$ cat src/rtl/sub_arbiter.sv
// Arbiter sharing one combinational 32-bit S-box unit between the cipher state datapath
// (serialised NWORDS words, MS word first) and key expansion (single forward SubWord).

module sub_arbiter #(
    parameter int unsigned NWORDS   = 4,
    parameter bit          KEY_PRIO = 1'b1
) (
    input  logic                   clk_i,
    input  logic                   reset_ni,
    input  logic                   st_valid_i,
    output logic                   st_ready_o,
    input  logic                   st_dir_i,
    input  logic [32*NWORDS-1:0]   st_data_i,
    output logic                   st_done_o,
    output logic [32*NWORDS-1:0]   st_result_o,
    input  logic                   ky_valid_i,
    output logic                   ky_ready_o,
    input  logic [31:0]            ky_word_i,
    output logic                   ky_done_o,
    output logic [31:0]            ky_result_o,
    output logic                   sw_dir_o,
    output logic [31:0]            sw_word_o,
    input  logic [31:0]            sw_subbed_i,
    output logic                   busy_o
);

    localparam int unsigned    CntW    = (NWORDS > 1) ? $clog2(NWORDS) : 1;
    localparam int unsigned    DataW   = 32 * NWORDS;
    localparam logic [CntW-1:0] CntLast = CntW'(NWORDS - 1);

    typedef enum logic [1:0] {
        StIdle,
        StStRun,
        StKyRun
    } state_e;

    state_e             state_q, state_d;
    logic [CntW-1:0]    cnt_q, cnt_d;
    logic               last_key_q, last_key_d;
    logic [DataW-1:0]   st_data_q, st_data_d;
    logic               st_dir_q, st_dir_d;
    logic [DataW-1:0]   st_result_q, st_result_d;
    logic [31:0]        ky_word_q, ky_word_d;
    logic [31:0]        ky_result_q, ky_result_d;
    logic               st_done_q, st_done_d;
    logic               ky_done_q, ky_done_d;

    logic               grant_key;
    logic               idle;
    logic [31:0]        sel_word;

    assign idle = (state_q == StIdle);

    always_comb begin
        grant_key = ky_valid_i;
        if (st_valid_i && ky_valid_i) begin
            grant_key = KEY_PRIO ? 1'b1 : !last_key_q;
        end
    end

    // Gated by reset so nothing is offered while the block is held in reset.
    assign st_ready_o = reset_ni && idle && st_valid_i && !grant_key;
    assign ky_ready_o = reset_ni && idle && ky_valid_i && grant_key;

    always_comb begin
        sel_word = '0;
        for (int unsigned i = 0; i < NWORDS; i++) begin
            if (cnt_q == CntW'(i)) begin
                sel_word = st_data_q[32*(NWORDS-1-i) +: 32];
            end
        end
    end

    always_comb begin
        sw_word_o = '0;
        sw_dir_o  = 1'b0;
        unique case (state_q)
            StStRun: begin
                sw_word_o = sel_word;
                sw_dir_o  = st_dir_q;
            end
            StKyRun: begin
                sw_word_o = ky_word_q;
            end
            default: begin
                sw_word_o = '0;
                sw_dir_o  = 1'b0;
            end
        endcase
    end

    always_comb begin
        state_d     = state_q;
        cnt_d       = cnt_q;
        last_key_d  = last_key_q;
        st_data_d   = st_data_q;
        st_dir_d    = st_dir_q;
        st_result_d = st_result_q;
        ky_word_d   = ky_word_q;
        ky_result_d = ky_result_q;
        st_done_d   = 1'b0;
        ky_done_d   = 1'b0;
        unique case (state_q)
            StIdle: begin
                if (st_ready_o) begin
                    st_data_d  = st_data_i;
                    st_dir_d   = st_dir_i;
                    cnt_d      = '0;
                    last_key_d = 1'b0;
                    state_d    = StStRun;
                end else if (ky_ready_o) begin
                    ky_word_d  = ky_word_i;
                    last_key_d = 1'b1;
                    state_d    = StKyRun;
                end
            end
            StStRun: begin
                for (int unsigned i = 0; i < NWORDS; i++) begin
                    if (cnt_q == CntW'(i)) begin
                        st_result_d[32*(NWORDS-1-i) +: 32] = sw_subbed_i;
                    end
                end
                if (cnt_q == CntLast) begin
                    cnt_d     = '0;
                    st_done_d = 1'b1;
                    state_d   = StIdle;
                end else begin
                    cnt_d = cnt_q + CntW'(1);
                end
            end
            StKyRun: begin
                ky_result_d = sw_subbed_i;
                ky_done_d   = 1'b1;
                state_d     = StIdle;
            end
            default: begin
                state_d = StIdle;
            end
        endcase
    end

    always_ff @(posedge clk_i or negedge reset_ni) begin
        if (!reset_ni) begin
            state_q     <= StIdle;
            cnt_q       <= '0;
            last_key_q  <= 1'b1;
            st_data_q   <= '0;
            st_dir_q    <= 1'b0;
            st_result_q <= '0;
            ky_word_q   <= '0;
            ky_result_q <= '0;
            st_done_q   <= 1'b0;
            ky_done_q   <= 1'b0;
        end else begin
            state_q     <= state_d;
            cnt_q       <= cnt_d;
            last_key_q  <= last_key_d;
            st_data_q   <= st_data_d;
            st_dir_q    <= st_dir_d;
            st_result_q <= st_result_d;
            ky_word_q   <= ky_word_d;
            ky_result_q <= ky_result_d;
            st_done_q   <= st_done_d;
            ky_done_q   <= ky_done_d;
        end
    end

    assign st_done_o   = st_done_q;
    assign st_result_o = st_result_q;
    assign ky_done_o   = ky_done_q;
    assign ky_result_o = ky_result_q;
    assign busy_o      = !idle;

endmodule

$ cat config.mk
export PLATFORM = sky130hd
export DESIGN_NAME = sub_arbiter
export DESIGN_NICKNAME = d
export VERILOG_FILES = /design/src/rtl/sub_arbiter.sv
export SDC_FILE = /design/constraint.sdc
export NUM_CORES = 1
export LEC_CHECK = 0
export CORE_UTILIZATION = 48
export CTS_CLUSTER_DIAMETER = 150
export DETAILED_ROUTE_END_ITERATION = 10
export GPL_ROUTABILITY_DRIVEN = 0
export HOLD_SLACK_MARGIN = 0.08
export PLACE_DENSITY = 0.81
export SYNTH_ARGS = -nofsm -noshare
export SYNTH_HDL_FRONTEND = slang
export SYNTH_SLANG_ARGS = --single-unit
$ cat constraint.sdc
create_clock -name clk_i -period 2.15 [get_ports clk_i]
set_clock_uncertainty 0.2 [all_clocks]
set_input_delay 0.43 -clock clk_i [delete_from_list [all_inputs] [get_ports clk_i]]
set_output_delay 0.43 -clock clk_i [all_outputs]
set_load 0.02 [all_outputs]
==> impl_summary.log <==
[metrics] status: finished with violations
[metrics] violations in the final reports: setup timing
[metrics] main combinational cell family by area after synthesis: simple AND/OR/NAND/NOR gates
[metrics] IR Drop Worst-Case VDD: about 0.00073 V
[metrics] Post-layout nets: 1882
[metrics] first-pass GRT wire length: about 66 mm
[metrics] post-synthesis simple-gate area fraction: 0.144
[metrics] Via Count: 11400
[metrics] critical path endpoint: sw_word_o[30]
[metrics] f_max: ~350 MHz
[metrics] average wire per standard cell: around 21 µm
[metrics] Adder-Cell Fraction of Synth Area: 0.00645
[metrics] worst-case register-to-register setup slack: -10 ps
[metrics] proportion of register bits with asynchronous set or reset after synthesis: 1.00
[metrics] fraction of post-synthesis cell area in the top cell type by area: 0.603
[metrics] fraction of the cycle the final worst path needs: 1.33
[metrics] number of clock sinks: 327
[metrics] gr ovfl total: 0
[metrics] Via-to-Cell Ratio: approximately 5.5
[metrics] port bufs: 394
[metrics] kind of critical path: reg2out
[metrics] half-perimeter wire length after placement: 28.5 mm
[metrics] floorplan die area: 29000 µm²
[metrics] average cell area after synthesis: 11.1 µm²
[metrics] cell at the root of the clock tree: sky130_fd_sc_hd__clkbuf_16
[metrics] CP Launch Type: flip-flop
[metrics] endpoint of the lowest-slack register-to-register path: st_result_o[37]$_DFFE_PN0P_
[metrics] Synth Area in Compound Gates: 0.0767
[metrics] post-synthesis register bit count: 327
[metrics] number of placement rows: 61
[metrics] number of global-route vias before repair: 11700
[metrics] pin count of the biggest net entering global routing: 168
[metrics] number of placed instances with taps included: between 1500 and 2000
[metrics] Worst Setup Slack, final: -702 ps
[metrics] Synth top cells by count: sky130_fd_sc_hd__nand2_1 (486), sky130_fd_sc_hd__dfrtp_1 (327), sky130_fd_sc_hd__mux2_2 (152), sky130_fd_sc_hd__buf_2 (35)
[metrics] clock tree from TritonCTS: done
[metrics] cells along the critical path: buf_6, ha_4, buf_6, buf_12, a221oi_4, o22ai_2, buf_6
[metrics] leakage power summed over all cells: ~9.7 nW
[metrics] I/O Pins: between 300 and 400
[metrics] Least-Margin Pin Slew: 939 ps
[metrics] overall die height: 170 µm
[metrics] final cell count without fillers: 2084
[metrics] top fanout value on the critical path: 6
[metrics] sort of element at the end of the critical path: output pin
[metrics] number of cell instances on the worst register-to-register path: 8
[metrics] DIE WIDTH: 170 µm
[metrics] power density cells: 1640 nW/µm²
[metrics] Top cell by count, worst path: sky130_fd_sc_hd__buf_6
[metrics] worst endpoint required time: 1520 ps
[metrics] largest buffer count on any clock path: 3
[metrics] First DRT Iteration DRCs: 856
[metrics] portion of netlist area occupied by mux cells: 0.133
[metrics] final setup TNS: -20650 ps
[metrics] DRC: 0
[metrics] max-cap violation count: 0
[metrics] Cell Area, Synth: 13600 µm²
[metrics] slowest cell on the critical path: sky130_fd_sc_hd__dfrtp_1
[metrics] cell taking the most area after synthesis: sky130_fd_sc_hd__dfrtp_1
[metrics] number of distinct library cells after synthesis: 32
[metrics] initial core utilization: 0.489
[metrics] class of the tightest hold or removal check: in2reg
[metrics] ANT nets after route: 0
[metrics] P&R area growth vs syn: 53.3%
[metrics] relative max-transition margin: 0.374
[metrics] number of buffers added by the clock tree synthesis step: 35
[metrics] post-detailed-routing wire length: 44.4 mm
[metrics] Final Hold Vio Count: 0
[metrics] most repeated cell in the gate-level netlist after synthesis: sky130_fd_sc_hd__nand2_1
[metrics] layout cells sized above 1: 0.274
[metrics] count of TritonRoute iterations in the first routing pass: 5
[metrics] EDFF count, synth: 0
[metrics] insertion delay of the later-clocked pin in the worst-skew pair: 500 ps
[metrics] floorplan core area: 27800 µm²
[metrics] shortest clock period the worst path allows after layout: 2850 ps
[metrics] startpoint of the lowest-slack register-to-register path: cnt_q[0]$_DFFE_PN0P_
[metrics] Gate Count Post-Synth: 1222
[metrics] crit path from: cnt_q[0]$_DFFE_PN0P_
[metrics] global-route usage over all layers: 0.298
[metrics] most common flop cell mapped by yosys: sky130_fd_sc_hd__dfrtp_1
[metrics] number of levels the H-tree was split into: 2
[metrics] main area contributors after synthesis: sky130_fd_sc_hd__dfrtp_1 (60%), sky130_fd_sc_hd__nand2_1 (13%), sky130_fd_sc_hd__mux2_2 (13%)
[metrics] number of antenna violations at the first check in global routing: 8
[metrics] Clk pin slew, worst setup/hold paths: 60 ps
[metrics] Yosys warnings: 0
[metrics] sequential area share after synthesis: 0.603
[metrics] CP Data Arrival Time: 2220 ps
[metrics] setup repair after global routing missed its margin: yes
[metrics] Final Hold Slack: 244 ps
[metrics] xor/xnor cell area share of the yosys netlist: 0
[metrics] count of final max-slew check failures: 0
[metrics] critical path's largest stage delay: 430 ps
[metrics] total nets after synthesis: 1426
[metrics] number of setup violations in the final report: 36
[through the flow]
| stage | instance area (µm²) | power (W) | util | setup slack [ps] |
|---|---|---|---|---|
| 2_1_floorplan | 13800 | 0.0187 | - | 13.1 |
| 3_3_place_gp | 18600 | 0.0251 | 0.669 | -588 |
| 3_5_place_dp | 18600 | 0.0257 | 0.669 | -646 |
| 4_1_cts | 20400 | 0.0334 | 0.736 | -617 |
| 5_1_grt | 20800 | 0.0356 | 0.749 | -746 |
| 6_report | 20800 | 0.0341 | 0.749 | -702 |
[routing by layer]
metal	routed length, µm	vias to the layer above	GRT usage	part of all wire
li1	-	5027	-	-
met1	17000	5656	0.368	0.38
met2	22200	632	0.506	0.50
met3	3640	112	0.0679	0.082
met4	1520	0	0.122	0.034
met5	0	-	0	0
[worst max-delay path, delay by kind of cell, from the launching register on]
family	cells	cell delay, ps
buffers and inverters	4	590
adders and majority gates	1	180
AOI/OAI and AO/OA	2	510
DFF	1	430
[area by class of cell]
class                   count  area [µm²]
clock inverters            10         115
multi-input cells         807        5570
diodes                      6        15.0
fillers                  1755        6970
clock buffers              49        1060
inverters                   9        40.0
repair buffers            498        5350
well taps                 378         473
flip-flops and latches    327        8180
[kinds of logic (layout without fill, tap and decap cells)]
logic type,count (synthesis),in the layout
muxes,161,161
and+or+nand+nor,505,505
DFF,327,327
other,0,6
buffers and inverters,88,566
AOI/OAI and AO/OA,134,134
adders and majority gates,7,7
[timing repair]
item / 4_1_cts / 5_1_grt
gates cloned: 2 / 1
hold buffers: 1 / 0
gates resized for setup: 331 / 74
endpoints found under the hold margin: 327 / 0
endpoints found under the setup margin: 50 / 81
pin swaps: 37 / 24
buffers inserted: 19 / 8
[state kept, by name, indices dropped and copies added, names as in the netlist, 2 cells and up]
register / count
cnt_q: 2
ky_result_o: 32
ky_word_q: 32
st_data_q: 128
st_result_o: 128
state_q: 2
[how the worst min path moves through the flow]
stage	depth (start not counted)	from	slack (ps)	to
global placement	2	st_dir_q$_DFFE_PN0P_	250	st_dir_q$_DFFE_PN0P_
global route	3	st_data_i[99]	250	st_data_q[99]$_DFFE_PN0P_
floorplan	0	reset_ni	-70	cnt_q[0]$_DFFE_PN0P_
CTS	3	st_data_i[98]	230	st_data_q[98]$_DFFE_PN0P_
finish	3	st_data_i[62]	240	st_data_q[62]$_DFFE_PN0P_
detailed placement	2	st_dir_q$_DFFE_PN0P_	260	st_dir_q$_DFFE_PN0P_
[power breakdown]
group	internal, W	leakage, nW	switching, W
clock network	0.00368	0.573	0.00243
registers	0.00930	3.93	0.00224
logic	0.00822	5.19	0.00822
[cells in the final DEF (no fill, tap or decap), types with 6 or more instances in the layout]
cell type and instances:
sky130_fd_sc_hd__clkbuf_8 9, sky130_fd_sc_hd__dlymetal6s2s_1 46, sky130_fd_sc_hd__mux2_1 8, sky130_fd_sc_hd__buf_12 26, sky130_fd_sc_hd__a22oi_1 18, sky130_fd_sc_hd__a221oi_4 14, sky130_fd_sc_hd__o22ai_2 32, sky130_fd_sc_hd__dlygate4sd2_1 14
sky130_fd_sc_hd__a221oi_2 17, sky130_fd_sc_hd__clkdlybuf4s50_1 297, sky130_fd_sc_hd__diode_2 6, sky130_fd_sc_hd__buf_4 55, sky130_fd_sc_hd__a22oi_2 14, sky130_fd_sc_hd__nor2b_1 7, sky130_fd_sc_hd__dfrtp_1 326, sky130_fd_sc_hd__o21ai_2 12
sky130_fd_sc_hd__inv_2 7, sky130_fd_sc_hd__mux2_2 152, sky130_fd_sc_hd__ha_4 7, sky130_fd_sc_hd__clkbuf_16 38, sky130_fd_sc_hd__o21ai_1 18, sky130_fd_sc_hd__nand2_1 484, sky130_fd_sc_hd__buf_6 52
Power figures use the tool's default switching activity.
